[config.mk]
export PLATFORM = sky130hd
export DESIGN_NAME = rx_command_controller_flat
export DESIGN_NICKNAME = d
export VERILOG_FILES = /design/src/rtl/rx_command_controller_if.sv /design/src/rtl/rx_command_controller.sv /design/src/flat_wrapper.sv
export SDC_FILE = /design/constraint.sdc
export NUM_CORES = 1
export LEC_CHECK = 0
export BUFFER_PORTS_ARGS = -buffer_cell sky130_fd_sc_hd__buf_2
export CORE_ASPECT_RATIO = 1.75
export CORE_MARGIN = 10
export CORE_UTILIZATION = 48
export DETAILED_ROUTE_END_ITERATION = 6
export PLACE_DENSITY = 0.77
export REMOVE_ABC_BUFFERS = 1
export SLEW_MARGIN = 30
export SYNTH_ARGS = -nofsm -noshare
export SYNTH_HDL_FRONTEND = slang
export SYNTH_SLANG_ARGS = --single-unit
[constraint.sdc]
create_clock -name clk -period 1.62 [get_ports clk]
set_input_delay 0.405 -clock clk [delete_from_list [all_inputs] [get_ports clk]]
set_output_delay 0.405 -clock clk [all_outputs]
set_load 0.01 [all_outputs]
[src/rtl/rx_command_controller_if.sv]
// Bundles the UART receive side, the execution-unit handshake and the
// decoded command fields of rx_command_controller.
interface rx_command_controller_if #(
  parameter int DATA_WIDTH = 8,
  parameter int ADDR_WIDTH = 4
);
  logic [DATA_WIDTH-1:0] rx_data;
  logic                  rx_data_valid;
  logic                  rx_parity_error;
  logic                  rx_frame_error;
  logic                  exec_busy;
  logic                  reg_write_enable;
  logic                  reg_read_enable;
  logic                  alu_enable;
  logic [ADDR_WIDTH-1:0] reg_address;
  logic [DATA_WIDTH-1:0] reg_write_data;
  logic [DATA_WIDTH-1:0] operand_a;
  logic [DATA_WIDTH-1:0] operand_b;
  logic [3:0]            alu_function;
  logic                  command_error;
  logic                  busy;

  modport slave (
    input  rx_data, rx_data_valid, rx_parity_error, rx_frame_error, exec_busy,
    output reg_write_enable, reg_read_enable, alu_enable, reg_address,
           reg_write_data, operand_a, operand_b, alu_function, command_error, busy
  );

  modport master (
    output rx_data, rx_data_valid, rx_parity_error, rx_frame_error, exec_busy,
    input  reg_write_enable, reg_read_enable, alu_enable, reg_address,
           reg_write_data, operand_a, operand_b, alu_function, command_error, busy
  );
endinterface

[src/rtl/rx_command_controller.sv]
// Parses UART command bytes into register-file / ALU commands and issues
// one strobe per completed command, with corruption and inter-byte timeout aborts.
module rx_command_controller #(
  parameter int DATA_WIDTH     = 8,
  parameter int ADDR_WIDTH     = 4,
  parameter int TIMEOUT_CYCLES = 4096
) (
  input  logic                   clk,
  input  logic                   reset,
  rx_command_controller_if.slave bus
);

  localparam int CW = $clog2(TIMEOUT_CYCLES + 1);
  localparam logic [CW-1:0] CNT_LAST = CW'(TIMEOUT_CYCLES - 1);

  localparam logic [DATA_WIDTH-1:0] CMD_WRITE = DATA_WIDTH'(8'hAA);
  localparam logic [DATA_WIDTH-1:0] CMD_READ  = DATA_WIDTH'(8'hBB);
  localparam logic [DATA_WIDTH-1:0] CMD_ALU   = DATA_WIDTH'(8'hCC);
  localparam logic [DATA_WIDTH-1:0] CMD_ALU0  = DATA_WIDTH'(8'hDD);

  typedef enum logic [2:0] {
    S_IDLE,
    S_WAIT_ADDR,
    S_WAIT_WDATA,
    S_WAIT_OPA,
    S_WAIT_OPB,
    S_WAIT_FUNC,
    S_ISSUE
  } state_t;

  typedef enum logic [1:0] {
    K_WRITE,
    K_READ,
    K_ALU
  } kind_t;

  state_t                state_q, state_n;
  kind_t                 kind_q, kind_n;
  logic [CW-1:0]         cnt_q, cnt_n;
  logic [ADDR_WIDTH-1:0] addr_q, addr_n;
  logic [DATA_WIDTH-1:0] wdata_q, wdata_n;
  logic [DATA_WIDTH-1:0] opa_q, opa_n;
  logic [DATA_WIDTH-1:0] opb_q, opb_n;
  logic [3:0]            func_q, func_n;
  logic                  err_q, err_n;
  logic                  wr_stb, rd_stb, alu_stb;
  logic                  byte_ok, byte_bad, in_wait;

  assign byte_ok  = bus.rx_data_valid & ~bus.rx_parity_error & ~bus.rx_frame_error;
  assign byte_bad = bus.rx_data_valid & (bus.rx_parity_error | bus.rx_frame_error);
  assign in_wait  = (state_q != S_IDLE) && (state_q != S_ISSUE);

  always_ff @(posedge clk or posedge reset) begin
    if (reset) begin
      state_q <= S_IDLE;
      kind_q  <= K_WRITE;
      cnt_q   <= '0;
      addr_q  <= '0;
      wdata_q <= '0;
      opa_q   <= '0;
      opb_q   <= '0;
      func_q  <= '0;
      err_q   <= 1'b0;
    end else begin
      state_q <= state_n;
      kind_q  <= kind_n;
      cnt_q   <= cnt_n;
      addr_q  <= addr_n;
      wdata_q <= wdata_n;
      opa_q   <= opa_n;
      opb_q   <= opb_n;
      func_q  <= func_n;
      err_q   <= err_n;
    end
  end

  always_comb begin
    state_n = state_q;
    kind_n  = kind_q;
    cnt_n   = '0;
    addr_n  = addr_q;
    wdata_n = wdata_q;
    opa_n   = opa_q;
    opb_n   = opb_q;
    func_n  = func_q;
    err_n   = 1'b0;
    wr_stb  = 1'b0;
    rd_stb  = 1'b0;
    alu_stb = 1'b0;

    if (state_q == S_IDLE) begin
      if (byte_bad) begin
        err_n = 1'b1;
      end else if (byte_ok) begin
        case (bus.rx_data)
          CMD_WRITE: begin kind_n = K_WRITE; state_n = S_WAIT_ADDR; end
          CMD_READ:  begin kind_n = K_READ;  state_n = S_WAIT_ADDR; end
          CMD_ALU:   begin kind_n = K_ALU;   state_n = S_WAIT_OPA;  end
          CMD_ALU0:  begin kind_n = K_ALU;   state_n = S_WAIT_FUNC; end
          default:   err_n = 1'b1;
        endcase
      end
    end else if (state_q == S_ISSUE) begin
      // A stray byte only raises the error; the pending command still issues.
      err_n = bus.rx_data_valid;
      if (!bus.exec_busy) begin
        wr_stb  = (kind_q == K_WRITE);
        rd_stb  = (kind_q == K_READ);
        alu_stb = (kind_q == K_ALU);
        state_n = S_IDLE;
      end
    end else if (in_wait) begin
      if (byte_bad) begin
        err_n   = 1'b1;
        state_n = S_IDLE;
      end else if (byte_ok) begin
        case (state_q)
          S_WAIT_ADDR: begin
            addr_n  = bus.rx_data[ADDR_WIDTH-1:0];
            state_n = (kind_q == K_WRITE) ? S_WAIT_WDATA : S_ISSUE;
          end
          S_WAIT_WDATA: begin wdata_n = bus.rx_data; state_n = S_ISSUE;     end
          S_WAIT_OPA:   begin opa_n   = bus.rx_data; state_n = S_WAIT_OPB;  end
          S_WAIT_OPB:   begin opb_n   = bus.rx_data; state_n = S_WAIT_FUNC; end
          S_WAIT_FUNC:  begin func_n  = bus.rx_data[3:0]; state_n = S_ISSUE; end
          default:      state_n = S_IDLE;
        endcase
      end else if (cnt_q == CNT_LAST) begin
        err_n   = 1'b1;
        state_n = S_IDLE;
      end else begin
        cnt_n = cnt_q + CW'(1);
      end
    end
  end

  assign bus.reg_write_enable = wr_stb;
  assign bus.reg_read_enable  = rd_stb;
  assign bus.alu_enable       = alu_stb;
  assign bus.reg_address      = addr_q;
  assign bus.reg_write_data   = wdata_q;
  assign bus.operand_a        = opa_q;
  assign bus.operand_b        = opb_q;
  assign bus.alu_function     = func_q;
  assign bus.command_error    = err_q;
  assign bus.busy             = (state_q != S_IDLE);

endmodule

[src/flat_wrapper.sv]
// flat-port wrapper written by rule: the top's interface ports become plain ports
module rx_command_controller_flat 
#(
  parameter int DATA_WIDTH     = 8,
  parameter int ADDR_WIDTH     = 4,
  parameter int TIMEOUT_CYCLES = 4096
)
  (clk, reset, bus_rx_data, bus_rx_data_valid, bus_rx_parity_error, bus_rx_frame_error, bus_exec_busy, bus_reg_write_enable, bus_reg_read_enable, bus_alu_enable, bus_reg_address, bus_reg_write_data, bus_operand_a, bus_operand_b, bus_alu_function, bus_command_error, bus_busy);
  rx_command_controller_if #(.DATA_WIDTH(DATA_WIDTH), .ADDR_WIDTH(ADDR_WIDTH)) bus_i ();
  input  logic clk;
  input  logic reset;
  input wire logic [$bits(bus_i.rx_data)-1:0] bus_rx_data;
  input wire logic [$bits(bus_i.rx_data_valid)-1:0] bus_rx_data_valid;
  input wire logic [$bits(bus_i.rx_parity_error)-1:0] bus_rx_parity_error;
  input wire logic [$bits(bus_i.rx_frame_error)-1:0] bus_rx_frame_error;
  input wire logic [$bits(bus_i.exec_busy)-1:0] bus_exec_busy;
  output wire logic [$bits(bus_i.reg_write_enable)-1:0] bus_reg_write_enable;
  output wire logic [$bits(bus_i.reg_read_enable)-1:0] bus_reg_read_enable;
  output wire logic [$bits(bus_i.alu_enable)-1:0] bus_alu_enable;
  output wire logic [$bits(bus_i.reg_address)-1:0] bus_reg_address;
  output wire logic [$bits(bus_i.reg_write_data)-1:0] bus_reg_write_data;
  output wire logic [$bits(bus_i.operand_a)-1:0] bus_operand_a;
  output wire logic [$bits(bus_i.operand_b)-1:0] bus_operand_b;
  output wire logic [$bits(bus_i.alu_function)-1:0] bus_alu_function;
  output wire logic [$bits(bus_i.command_error)-1:0] bus_command_error;
  output wire logic [$bits(bus_i.busy)-1:0] bus_busy;
  assign bus_i.rx_data = bus_rx_data;
  assign bus_i.rx_data_valid = bus_rx_data_valid;
  assign bus_i.rx_parity_error = bus_rx_parity_error;
  assign bus_i.rx_frame_error = bus_rx_frame_error;
  assign bus_i.exec_busy = bus_exec_busy;
  assign bus_reg_write_enable = bus_i.reg_write_enable;
  assign bus_reg_read_enable = bus_i.reg_read_enable;
  assign bus_alu_enable = bus_i.alu_enable;
  assign bus_reg_address = bus_i.reg_address;
  assign bus_reg_write_data = bus_i.reg_write_data;
  assign bus_operand_a = bus_i.operand_a;
  assign bus_operand_b = bus_i.operand_b;
  assign bus_alu_function = bus_i.alu_function;
  assign bus_command_error = bus_i.command_error;
  assign bus_busy = bus_i.busy;
  rx_command_controller #(.DATA_WIDTH(DATA_WIDTH), .ADDR_WIDTH(ADDR_WIDTH), .TIMEOUT_CYCLES(TIMEOUT_CYCLES)) u_core (.clk(clk), .reset(reset), .bus(bus_i));
endmodule
Word level (Yosys, flattened, before mapping)
Cells that the tools add are included.
{"block": "op_classes", "n_addsub": 1, "eq_ne": 18, "n_mux": 37, "bitwise_logic": 9, "n_reduce_logical": 18}
{"op": "$mux 13", "n": 6}
{"op": "$reduce_and 6->1", "n": 6}
{"op": "$eq 8x8->1 const B", "n": 4}
{"op": "$mux 3", "n": 10}
{"op": "$mux 1", "n": 18}
{"op": "$add 13x1->13 const B", "n": 1}
{"op": "$eq 13x12->1 const B", "n": 1}
{"op": "$pmux 3 s4", "n": 1}
{"op": "$eq 3x3->1 const B", "n": 3}
{"op": "$pmux 3 s3", "n": 1}
{"op": "$reduce_bool 3->1", "n": 3}
{"op": "$eq 3x2->1 const B", "n": 2}
{"op": "$pmux 2 s3", "n": 1}
{"op": "$reduce_or 2->1", "n": 3}
{"op": "$not 1->1", "n": 5}
{"op": "$ne 4x4->1 const B", "n": 1}
{"op": "$reduce_and 4->1", "n": 1}
{"op": "$reduce_bool 4->1", "n": 1}
{"op": "$reduce_or 4->1", "n": 1}
{"op": "$and 1x1->1", "n": 3}
{"op": "$eq 3x1->1 const B", "n": 1}
{"op": "$logic_not 3->1", "n": 1}
{"op": "$ne 3x2->1 const B", "n": 1}
{"op": "$ne 3x3->1 const B", "n": 1}
{"op": "7 further kinds", "n": 7}
{"block": "totals", "regBits": 51, "inputBits": 14, "wordCells": 92}

Depth between registers and ports, before layout
Gate-level depths: netlist of the first run.
{"block": "depth", "word_depth": 8, "mapped_depth": 6, "mapped_depth_nobuf": 5}

Worst setup path before layout of the first run
Ideal clock, no wire load.
{"block": "synth_path", "path_type": "in2reg", "startpoint": "in bus_rx_parity_error", "endpoint": "reg u_core.opb_q[0] (netlist: u_core.bus.operand_b[0])", "setup_ps": 125, "arrival_time_ps": 1663, "required_ps": 1495, "path_slack_ps": -168, "path_stages": 4, "path_cell_list": "or3b_4 or4_4 buf_6 mux2_4"}
{"block": "synth_between", "elab_chain_len": 4}
{"element": "start: declaration", "line": "flat_wrapper.sv:14", "source": "input wire logic [$bits(bus_i.rx_parity_error)-1:0] bus_rx_parity_error;"}
{"element": "$or 1x1->1 or $not 1->1 (tied branches)", "line": "rx_command_controller.sv:50, rx_command_controller.sv:49"}
{"element": "$and 1x1->1, on equally long branches", "line": "rx_command_controller.sv:50, rx_command_controller.sv:49"}
{"element": "$not 1->1 (no line) or $and 1x1->1 (tied branches)"}
{"element": "$reduce_and 6->1 (no line) (*)"}
{"element": "end signal: assignment", "line": "rx_command_controller.sv:71", "source": "opb_q <= opb_n;"}
{"element": "end: declaration", "line": "rx_command_controller.sv:43", "source": "logic [DATA_WIDTH-1:0] opb_q, opb_n;"}
Every way passes the cells marked *; elsewhere a longest branch is shown, timed or not.
A chain may end at the register's enable or synchronous reset.

Worst setup path in the final report of the first run
{"block": "layout_path", "startpoint": "reg u_core.state_q[2]", "endpoint": "out bus_reg_read_enable"}
{"block": "layout_between", "elab_chain_len": 3}
{"element": "start: declaration", "line": "rx_command_controller.sv:37", "source": "state_t state_q, state_n;"}
{"element": "start signal: assignment", "line": "rx_command_controller.sv:65", "source": "state_q <= state_n;"}
{"element": "$eq 3x3->1", "line": "rx_command_controller.sv:103", "source": "end else if (state_q == S_ISSUE) begin"}
{"element": "$mux 1", "line": "rx_command_controller.sv:103"}
{"element": "$mux 1 (*)", "line": "rx_command_controller.sv:91", "source": "if (state_q == S_IDLE) begin"}
{"element": "end: declaration", "line": "flat_wrapper.sv:18", "source": "output wire logic [$bits(bus_i.reg_read_enable)-1:0] bus_reg_read_enable;"}
Marks and branches as above.

==> results of run 1 <==
[timing repair]
item                                    in CTS  in global routing
hold buffers                                 0                  0
setup buffers                                8                  4
pin swaps                                    5                 16
resized for setup                           14                 26
endpoints found under the setup margin      27                 33
cloned                                       0                  1
[sequential cells by signal, indices dropped and copies added (netlist names)]
register	count
u_core.bus.operand_a	8
u_core.bus.command_error	1
u_core.bus.operand_b	8
u_core.bus.alu_function	4
u_core.cnt_q	13
u_core.bus.reg_write_data	8
u_core.bus.reg_address	4
u_core.kind_q	2
u_core.state_q	3
[worst paths after layout]
check | startpoint | endpoint | slack, ns
worst min-delay path | reset | u_core.bus.operand_b[2]$_DFFE_PP0P_ | 0.09
worst max-delay path | u_core.state_q[2]$_DFFE_PP0P_ | bus_reg_read_enable | -0.27
min in group clk | bus_rx_data[5] | u_core.bus.operand_b[5]$_DFFE_PP0P_ | 0.39
max in group asynchronous | reset | u_core.cnt_q[5]$_DFF_PP0_ | 1.08
worst max register to register | u_core.cnt_q[5]$_DFF_PP0_ | u_core.state_q[1]$_DFFE_PP0P_ | -0.07
worst min register to register | u_core.bus.reg_address[2]$_DFFE_PP0P_ | u_core.bus.reg_address[2]$_DFFE_PP0P_ | 0.51
[stage by stage]
step | instance area, sq um | utilization (%) | power, mW | worst slack [ns]
6_report | 3480 | 73.2 | 2.55 | -0.269
5_1_grt | 3480 | 73.2 | 2.63 | -0.333
4_1_cts | 3320 | 69.9 | 2.55 | -0.238
3_5_place_dp | 3060 | 64.5 | 1.51 | -0.349
3_3_place_gp | 3060 | 64.5 | 1.50 | -0.306
2_1_floorplan | 2330 | - | 1.39 | -0.166
[final cells by class]
class / count / area (sq um)
clock buffer: 5 / 68.8
sequential: 51 / 1280
tap: 52 / 65.1
timing repair buffer: 110 / 764
clock inverter: 3 / 67.6
inverter: 8 / 30.0
multi-input combinational: 128 / 1200
fill: 304 / 1270
[power by group]
part           switching (mW)  leakage (nW)  internal, mW
clock                   0.438        0.0644         0.616
combinational          0.0986          1.04        0.0915
sequential             0.0125         0.702          1.29
[worst max-delay path: stages, from the launching register on]
cell	delay, ns
dfrtp_1	0.42
nand2_2	0.08
or3_4	0.35
nor3b_2	0.17
buf_2	0.15
[metal layers]
layer / routed length [um] / GRT usage, %
met1: 2610 / 17.1
met2: 3780 / 29.6
met3: 365 / 4.46
met4: 191 / 6.11
met5: 0 / 0
[cell usage in the layout (no fill, tap or decap), types with 6 or more instances in the layout]
cell type,n
mux2_2,21
nand3_1,8
xnor2_1,9
nor2_1,14
dfrtp_1,50
buf_2,49
mux2_4,14
nor2_2,6
buf_4,54
inv_1,6
[kinds of logic after synthesis]
kind of cell               count (synthesis)
adders and majority gates                  1
AOI/OAI and AO/OA                          8
muxes                                     36
buffers and inverters                     14
DFF                                       51
xor gates and xnor gates                  12
and+or+nand+nor                           70
[cells in the mapped netlist]
library cell and count:
a2111oi_0 1, a211o_2 1, a21o_1 1, and2_0 1, and2_1 2, and3_1 1
and4bb_2 1, buf_2 3, buf_6 1, clkbuf_1 2, dfrtp_1 51, ha_1 1
inv_1 8, mux2_2 23, mux2_4 12, mux2i_1 1, nand2_1 4, nand3_1 10
nand3b_1 1, nand4_1 5, nand4_2 2, nor2_1 22, nor3_1 7, nor3b_1 3
nor4_1 5, nor4bb_1 1, o2111a_1 1, o211ai_1 1, o21ai_0 1, o21bai_1 1
o32ai_1 1, or2_2 1, or3_1 1, or3b_4 1, or4_1 1, or4_4 1
xnor2_1 9, xor2_1 3
==> key figures, run 1 <==
Outcome
  – Status: complete, but fails checks
  – Violated checks: setup timing

Clocking
  – Clk root buf: clkbuf_8
  – Htree depth: 2
  – Clock sink count: just over 50
  – CTS Buffer Depth: 2
  – TritonCTS clock tree: yes
  – Clk pin slew, worst setup/hold paths: around 0.1 ns
  – Latest clock arrival within the worst-skew pair: 0.31 ns
  – Num CTS Buffers: 5

Placement
  – Cells after DPL: 337
  – Dpl hpwl: 4760 um
  – Placer Congestion: ~0.8
  – I/O Buffers: 50

Timing
  – Post-Route Setup TNS: -1.78 ns
  – Fin crit period: between 1.5 and 2 ns
  – Hold WS: 0.0852 ns
  – Worst slew pin tran: between 0.4 and 0.5 ns
  – Worst setup margin: -0.269 ns
  – Final Skew: approximately 0.008 ns
  – Final Hold Viols: 0
  – Relative slew slack: between 60 and 70%
  – Maximum clock rate: between 0.5 and 0.6 GHz
  – # setup viols final: 26
  – Final period utilization: 117%
  – RSZ-0062 raised after global routing: yes
  – Max-slew violation count: 0

Power and ir drop
  – P_leak: 1.81 nW
  – Maximum VDD drop: roughly 850 uV
  – PwrDens: ~730 mW/mm^2

Floorplan
  – FP Rows: 33
  – Die width: ~73 um
  – IO Pins: approximately 50
  – Initial Util: 49.8%
  – Die area: between 0.008 and 0.009 sq mm
  – Die H: ~110 um
  – Core area: roughly 0.0047 sq mm

Finish
  – Non-filler instance count after layout: approximately 360
  – Share of layout cells above drive strength 1: 61.3%
  – Area growth syn-to-layout: 47.1%
  – Antenna diodes: 0
  – Layout Nets: ~320

Logic synthesis
  – Register bit total from synthesis: between 50 and 60
  – Largest family of logic cells by synthesized area: multiplexers
  – Complex-gate fraction of the synthesized area: between 2 and 3%
  – Post-synthesis sequential area ratio: 54.0%
  – Yosys warns: 0
  – Mux cell area share after synthesis: between 10% and 20%
  – Yosys top cell area share: a little over half
  – Cell Area, Synth: between 0.002 and 0.0025 sq mm
  – Yosys cell types: 38
  – Synth area leaders: dfrtp_1 54%, mux2_2 11%, mux2_4 7.6%, nor2_1 3.5%, xnor2_1 3.3%
  – Yosys top cell by area: dfrtp_1
  – Area share of fa/ha/maj cells after synthesis: less than 1%
  – Mapped Cells: 192
  – Simple-gate share of the synthesized area: around 17%
  – Avg Inst Size Synth: roughly 12 sq um
  – Xor-xnor portion of the synthesized cell area: ~4.4%

Critical path
  – WS Path Type: reg -> out
  – CP required: 1.21 ns
  – Worst setup SP type: flip-flop
  – CP Max Fanout: 4
  – CP arrival: ~1.5 ns
  – Worst Reg2Reg Path Length in Cells: 5
  – Worst Setup End Kind: output pin

Detailed routing
  – First-iteration detailed-routing DRC count: about 130
  – # DRC: 0
  – TritonRoute pass-1 iters: 4
  – Vias: 1,981
  – Post-DRT Antenna Nets: 0
  – Routed WL per cell: a little under 20 um
  – Total wire length: between 6000 and 7000 um
  – Routed vias/inst: about 5.5

Global routing
  – First-pass GRT wire length: 10,800 um
  – Largest net degree at the start of global routing: 19
  – Total track usage: around 16%
  – Initial antenna violation count: 0
  – Congestion Overflow GR: 0
  – Number of global-route vias before repair: 2,193

Worst hold path
  – Hold WC Path Type: in -> async

Run
  – # Max-Cap Violations: 0
No activity file was read; power rests on OpenSTA's default activity.
==> run 2, diff against run 1 <==
--- a/config.mk
+++ b/config.mk
@@ -6,11 +6,13 @@
 export NUM_CORES = 1
 export LEC_CHECK = 0
 export BUFFER_PORTS_ARGS = -buffer_cell sky130_fd_sc_hd__buf_2
+export CELL_PAD_IN_SITES_DETAIL_PLACEMENT = 1
+export CELL_PAD_IN_SITES_GLOBAL_PLACEMENT = 1
 export CORE_ASPECT_RATIO = 1.75
 export CORE_MARGIN = 10
-export CORE_UTILIZATION = 48
+export CORE_UTILIZATION = 38
 export DETAILED_ROUTE_END_ITERATION = 6
-export PLACE_DENSITY = 0.77
+export PLACE_DENSITY = 0.76
 export REMOVE_ABC_BUFFERS = 1
 export SLEW_MARGIN = 30
 export SYNTH_ARGS = -nofsm -noshare
==> run 2 against run 1 <==
The run still ends with setup timing left. Global-route usage fell by 1.0 points. Critical path depth is the same. Final cell count up 9.2%. Sequential share of layout area is 0.71 points lower. Combinational power increased by 6%. Cell area grew 2.2%. Count of clock-buffer cells in the layout up 1. First-iteration DRC count shrank 31%. Utilization down 15 points. Clock skew is 0.0035 ns lower. Clock power is 9% lower. Via count is 0.45% lower. Critical path type unchanged. Largest power group unchanged.
==> key figures, run 2 (synthesized netlist as in run 1, its figures left out) <==
Timing
  – Final Hold Viols: 0
  – Relative slew slack: 77.3%
  – Max-slew violation count: 0
  – # setup viols final: 15
  – Post-Route Setup TNS: -2.67 ns
  – Maximum clock rate: 0.537 GHz
  – Fin crit period: ~1.9 ns
  – RSZ-0062 raised after global routing: yes
  – Final Skew: ~0.0046 ns
  – Final period utilization: 115%
  – Worst slew pin tran: between 0.3 and 0.4 ns
  – Worst setup margin: -0.243 ns

Finish
  – Share of layout cells above drive strength 1: about three fifths
  – Layout Nets: approximately 320
  – Util after Layout: between 50% and 60%
  – Antenna diodes: 0
  – Number of flip-flops in the largest register: 13
  – Register with the most flip-flops: u_core.cnt_q
  – Area growth syn-to-layout: 50.2%
  – Commonest non-fill, non-tap cells in the layout: 57 x buf_4, 48 x buf_2, 48 x dfrtp_1
  – Most common cell after layout, fill and taps aside: buf_4
  – Non-filler instance count after layout: slightly below 400

Power and ir drop
  – Sw Pwr: roughly 0.57 mW
  – P_int: between 1.5 and 2 mW
  – Switch share: about 23%
  – PwrDens: about 700 mW/mm^2
  – Flop pwr share: between 50% and 60%
  – P_leak: between 1.5 and 2 nW
  – Combinational power share: 8.2%
  – Maximum VDD drop: just over 600 uV
  – Clock Power Share: 39.0%

Floorplan
  – Die H: about 120 um
  – Initial Util: about 39%
  – FP Rows: 38
  – IO Pins: between 50 and 60
  – Die width: ~80 um
  – Die area: a little under 0.01 sq mm
  – Core area: between 0.006 and 0.007 sq mm

Clocking
  – Htree depth: 2
  – Clk root buf: clkbuf_8
  – Latest clock arrival within the worst-skew pair: approximately 0.32 ns
  – CTS Buffer Depth: 2
  – TritonCTS clock tree: yes
  – Clk pin slew, worst setup/hold paths: 0.09 ns
  – Num CTS Buffers: 5
  – Clock sink count: a little over 50

Outcome
  – Status: complete, but fails checks
  – Violated checks: setup timing

Detailed routing
  – TritonRoute pass-1 iters: 4
  – Total wire length: slightly below 8000 um
  – First-iteration detailed-routing DRC count: approximately 90
  – Vias: 1,972
  – # DRC: 0
  – Routed WL per cell: 19.8 um
  – Post-DRT Antenna Nets: 0
  – Routed vias/inst: about 5.1

Global routing
  – Met1 Use GR: roughly 14%
  – Gr busiest metal: met2
  – Met2 usage: slightly below 30%
  – M3 GR Usage: under 10%
  – Initial antenna violation count: 0
  – Number of global-route vias before repair: between 2,000 and 2,500
  – Total track usage: roughly 15%
  – Largest net degree at the start of global routing: between 50 and 60
  – Congestion Overflow GR: 0
  – First-pass GRT wire length: approximately 12,000 um

Critical path
  – Worst Reg2Reg Path Length in Cells: 5
  – CP required: around 1.2 ns
  – WS Path Type: reg -> out
  – R2r startpoint: u_core.state_q[0]$_DFFE_PP0P_
  – Worst setup startpoint: u_core.state_q[2]$_DFFE_PP0P_
  – Worst reg2reg setup slack: -0.23 ns
  – Worst setup SP type: flip-flop
  – CP Max Fanout: 3
  – CP arrival: 1.46 ns
  – FF-to-FF End: u_core.bus.operand_b[0]$_DFFE_PP0P_
  – Worst Setup End Kind: output pin

Worst hold path
  – Hold WC Path Type: in -> async

Placement
  – I/O Buffers: 50
  – Cells after DPL: 370
  – Dpl hpwl: 5280 um
  – Placer Congestion: 0.817

Run
  – # Max-Cap Violations: 0
run 2: cell types whose count changed in the layout (fill, tap and decap cells not counted), moves of 2 or more:
cell     delta
buf_4       +3
buf_6       +4
nor2_2      -6
buf_12      -2
dfrtp_1     -2
dfrtp_2     +2
nor2_1      +8
nor2_4      -2
run 2: per-stage QoR:
step                      setup WS (ns)  cell area (sq um)  hold WS [ns]  total power, mW
final                            -0.243               3550         0.112             2.46
after global routing             -0.301               3550         0.127             2.55
after CTS                        -0.251               3440         0.119             2.49
after detailed placement         -0.481               3110         0.475             1.51
after global placement           -0.452               3110         0.470             1.50
after floorplan                  -0.166               2330         0.476             1.39
run 2: power by group through the flow:
stage	registers (mW)	clock network, mW	logic (mW)
4_1_cts	1.30	0.990	0.196
3_3_place_gp	1.33	0	0.178
2_1_floorplan	1.33	0	0.0596
3_5_place_dp	1.33	0	0.184
6_report	1.30	0.960	0.201
5_1_grt	1.30	1.03	0.218
run 2: worst max-delay path by stage:
stage | endpoint | slack, ns
after global placement | u_core.kind_q[0]$_DFFE_PP0P_ | -0.45
final | bus_reg_read_enable | -0.24
after detailed placement | u_core.kind_q[0]$_DFFE_PP0P_ | -0.48
after global routing | bus_reg_read_enable | -0.30
after floorplan | u_core.bus.alu_function[0]$_DFFE_PP0P_ | -0.17
after CTS | bus_reg_read_enable | -0.25
run 2: routing by layer:
layer | wire length [um] | vias to the layer above
li1 | - | 908
met1 | 2780 | 1007
met2 | 4460 | 41
met3 | 292 | 16
met4 | 210 | 0
met5 | 0 | -
run 2: timing repair:
item | CTS | global route
cloned | 1 | 0
endpoints found under the setup margin | 32 | 49
setup buffers | 8 | 5
hold endpoints to repair | 0 | 0
hold buffers | 0 | 0
gates resized for setup | 31 | 15
pin swaps | 10 | 11
run 2: area by class of cell:
type	count	area, sq um
clock buffer	6	82.6
clock inverter	2	38.8
sequential	51	1280
tap	80	100
timing repair buffer	115	795
inverter	8	30.0
fill	671	2580
multi-input combinational	128	1220
run 2: worst max-delay path, cell delays in order (launching register included):
cell and delay [ns]:
dfrtp_2 0.42, nand2_2 0.07, or3_4 0.35, nor3b_2 0.16, buf_2 0.15
==> run 3, diff against run 2 <==
--- a/config.mk
+++ b/config.mk
@@ -14,7 +14,7 @@
 export DETAILED_ROUTE_END_ITERATION = 6
 export PLACE_DENSITY = 0.76
 export REMOVE_ABC_BUFFERS = 1
-export SLEW_MARGIN = 30
+export SLEW_MARGIN = 20
 export SYNTH_ARGS = -nofsm -noshare
 export SYNTH_HDL_FRONTEND = slang
 export SYNTH_SLANG_ARGS = --single-unit
==> constraint.sdc (replaced) <==
create_clock -name clk -period 1.6 [get_ports clk]
set_input_delay 0.4 -clock clk [delete_from_list [all_inputs] [get_ports clk]]
set_output_delay 0.4 -clock clk [all_outputs]
set_load 0.01 [all_outputs]
==> run 3 against run 2 <==
The run still ends with setup timing left. Register-to-register slack improved by 0.08 ns. Count of clock-buffer cells in the layout unchanged. Critical endpoint unchanged. Cell area up 0.18%.
==> key figures, run 3 (synthesized netlist as in run 1, its figures left out) <==
Outcome
  – Status: complete, but fails checks
  – Violated checks: setup timing

Clocking
  – Latest clock arrival within the worst-skew pair: about 0.32 ns
  – Htree depth: 2
  – TritonCTS clock tree: yes
  – Clock sink count: 51
  – Clk pin slew, worst setup/hold paths: around 0.10 ns
  – CTS Buffer Depth: 2
  – Num CTS Buffers: 5
  – Clk root buf: clkbuf_8

Detailed routing
  – # DRC: 0
  – Vias: 2,005
  – Routed WL per cell: roughly 20 um
  – Routed vias/inst: around 5.1
  – Post-DRT Antenna Nets: 0
  – First-iteration detailed-routing DRC count: about 70
  – TritonRoute pass-1 iters: 4
  – Total wire length: between 7000 and 8000 um

Floorplan
  – FP Rows: 38
  – Die width: around 80 um
  – Die area: 0.00990 sq mm
  – IO Pins: roughly 50
  – Initial Util: just under 40%
  – Die H: roughly 120 um
  – Core area: just over 0.006 sq mm

Critical path
  – CP Max Fanout: 3
  – Critical Path Max Stage Delay: between 0.4 and 0.5 ns
  – CP top delay family: simple AND/OR/NAND/NOR gates
  – Worst setup SP type: flip-flop
  – Worst Reg2Reg Path Length in Cells: 4
  – WS Path Type: reg -> out
  – CP required: 1.20 ns
  – R2r startpoint: u_core.state_q[1]$_DFFE_PP0P_
  – FF-to-FF End: u_core.bus.operand_b[0]$_DFFE_PP0P_
  – CP Buf/Inv Count: 1
  – Slowest cell on crit path: dfrtp_2
  – Worst reg2reg setup slack: -0.15 ns
  – CP cell instances: nand2_2 -> or3_4 -> nor3b_2 -> buf_2
  – Worst Setup End Kind: output pin
  – CP arrival: ~1.5 ns

Global routing
  – Total track usage: between 10% and 20%
  – Congestion Overflow GR: 0
  – Number of global-route vias before repair: around 2,300
  – First-pass GRT wire length: between 10,000 and 15,000 um
  – Initial antenna violation count: 0
  – Largest net degree at the start of global routing: 52

Finish
  – Util after Layout: between 50% and 60%
  – Post-route cell area: between 0.003 and 0.004 sq mm
  – Layout Nets: between 300 and 400
  – Number of flip-flops in the largest register: 13
  – Register with the most flip-flops: u_core.cnt_q
  – Commonest non-fill, non-tap cells in the layout: 58 x buf_4, 49 x buf_2, 49 x dfrtp_1
  – Most common cell after layout, fill and taps aside: buf_4
  – Antenna diodes: 0
  – Area growth syn-to-layout: 50.5%
  – Share of layout cells above drive strength 1: a little over three fifths

Run
  – # Max-Cap Violations: 0

Worst hold path
  – Hold WC Path Type: in -> async

Placement
  – Dpl hpwl: 5450 um
  – Place WS: -0.429 ns
  – I/O Buffers: 50
  – Placer Congestion: between 0.8 and 0.9
  – DP Area: 0.00311 sq mm

Timing
  – Final period utilization: 117%
  – Final Skew: roughly 0.0038 ns
  – RSZ-0062 raised after global routing: yes
  – Maximum clock rate: 0.535 GHz
  – # setup viols final: 21
  – Worst slew pin tran: around 0.36 ns
  – Worst setup margin: -0.268 ns
  – Max-slew violation count: 0
  – Relative slew slack: between 70% and 80%
  – Fin crit period: 1.87 ns
  – Final Hold Viols: 0
  – Post-Route Setup TNS: -2.60 ns

Power and ir drop
  – PwrDens: 659 mW/mm^2
  – Maximum VDD drop: just over 700 uV
  – P_leak: roughly 1.8 nW
==> run 3: cell type report <==
class	count	area [sq um]
clock buffers	6	82.6
clock inverters	2	13.8
fillers	666	2580
inverters	8	30.0
multi-input cells	128	1230
flip-flops and latches	51	1280
well taps	80	100
repair buffers	118	822
==> run 3: worst max-delay path by stage <==
stage / from / to / slack (ns) / cells after the start
after CTS: u_core.state_q[0]$_DFFE_PP0P_ / bus_reg_read_enable / -0.25 / 3
after detailed placement: bus_rx_data[2] / u_core.kind_q[0]$_DFFE_PP0P_ / -0.43 / 7
final: u_core.state_q[2]$_DFFE_PP0P_ / bus_reg_read_enable / -0.27 / 4
after floorplan: bus_rx_parity_error / u_core.bus.alu_function[0]$_DFFE_PP0P_ / -0.18 / 3
after global routing: u_core.state_q[1]$_DFFE_PP0P_ / bus_reg_read_enable / -0.32 / 4
after global placement: bus_rx_data[2] / u_core.kind_q[0]$_DFFE_PP0P_ / -0.46 / 7
==> run 3: per-stage QoR <==
step           hold slack, ns  total power [mW]  cells
6_report                0.106              2.34    393
5_1_grt                 0.120              2.43    393
4_1_cts                 0.118              2.36    389
3_5_place_dp            0.473              1.53    370
3_3_place_gp            0.465              1.52    370
2_1_floorplan           0.476              1.41    186
==> run 3: what timing repair did <==
item | CTS | global route
gates resized for setup | 38 | 14
pin swaps | 18 | 12
endpoints found under the setup margin | 32 | 40
hold buffers | 0 | 0
setup buffers | 12 | 6
gates cloned | 1 | 0
==> run 3: layer usage <==
metal  track usage [%]  share of wire [%]
met1              14.9                 34
met2              30.2                 58
met3              3.90                3.5
met4              8.91                4.1
met5                 0                  0
==> run 3: tightest hold or removal path, stage by stage <==
cell and delay (ns):
buf_2 0.10, inv_2 0.06, buf_12 0.26
==> run 3: power breakdown <==
group | internal, mW | total (mW) | switching, mW
clock | 0.355 | 0.822 | 0.468
sequential | 1.31 | 1.32 | 0.0127
combinational | 0.0978 | 0.203 | 0.105
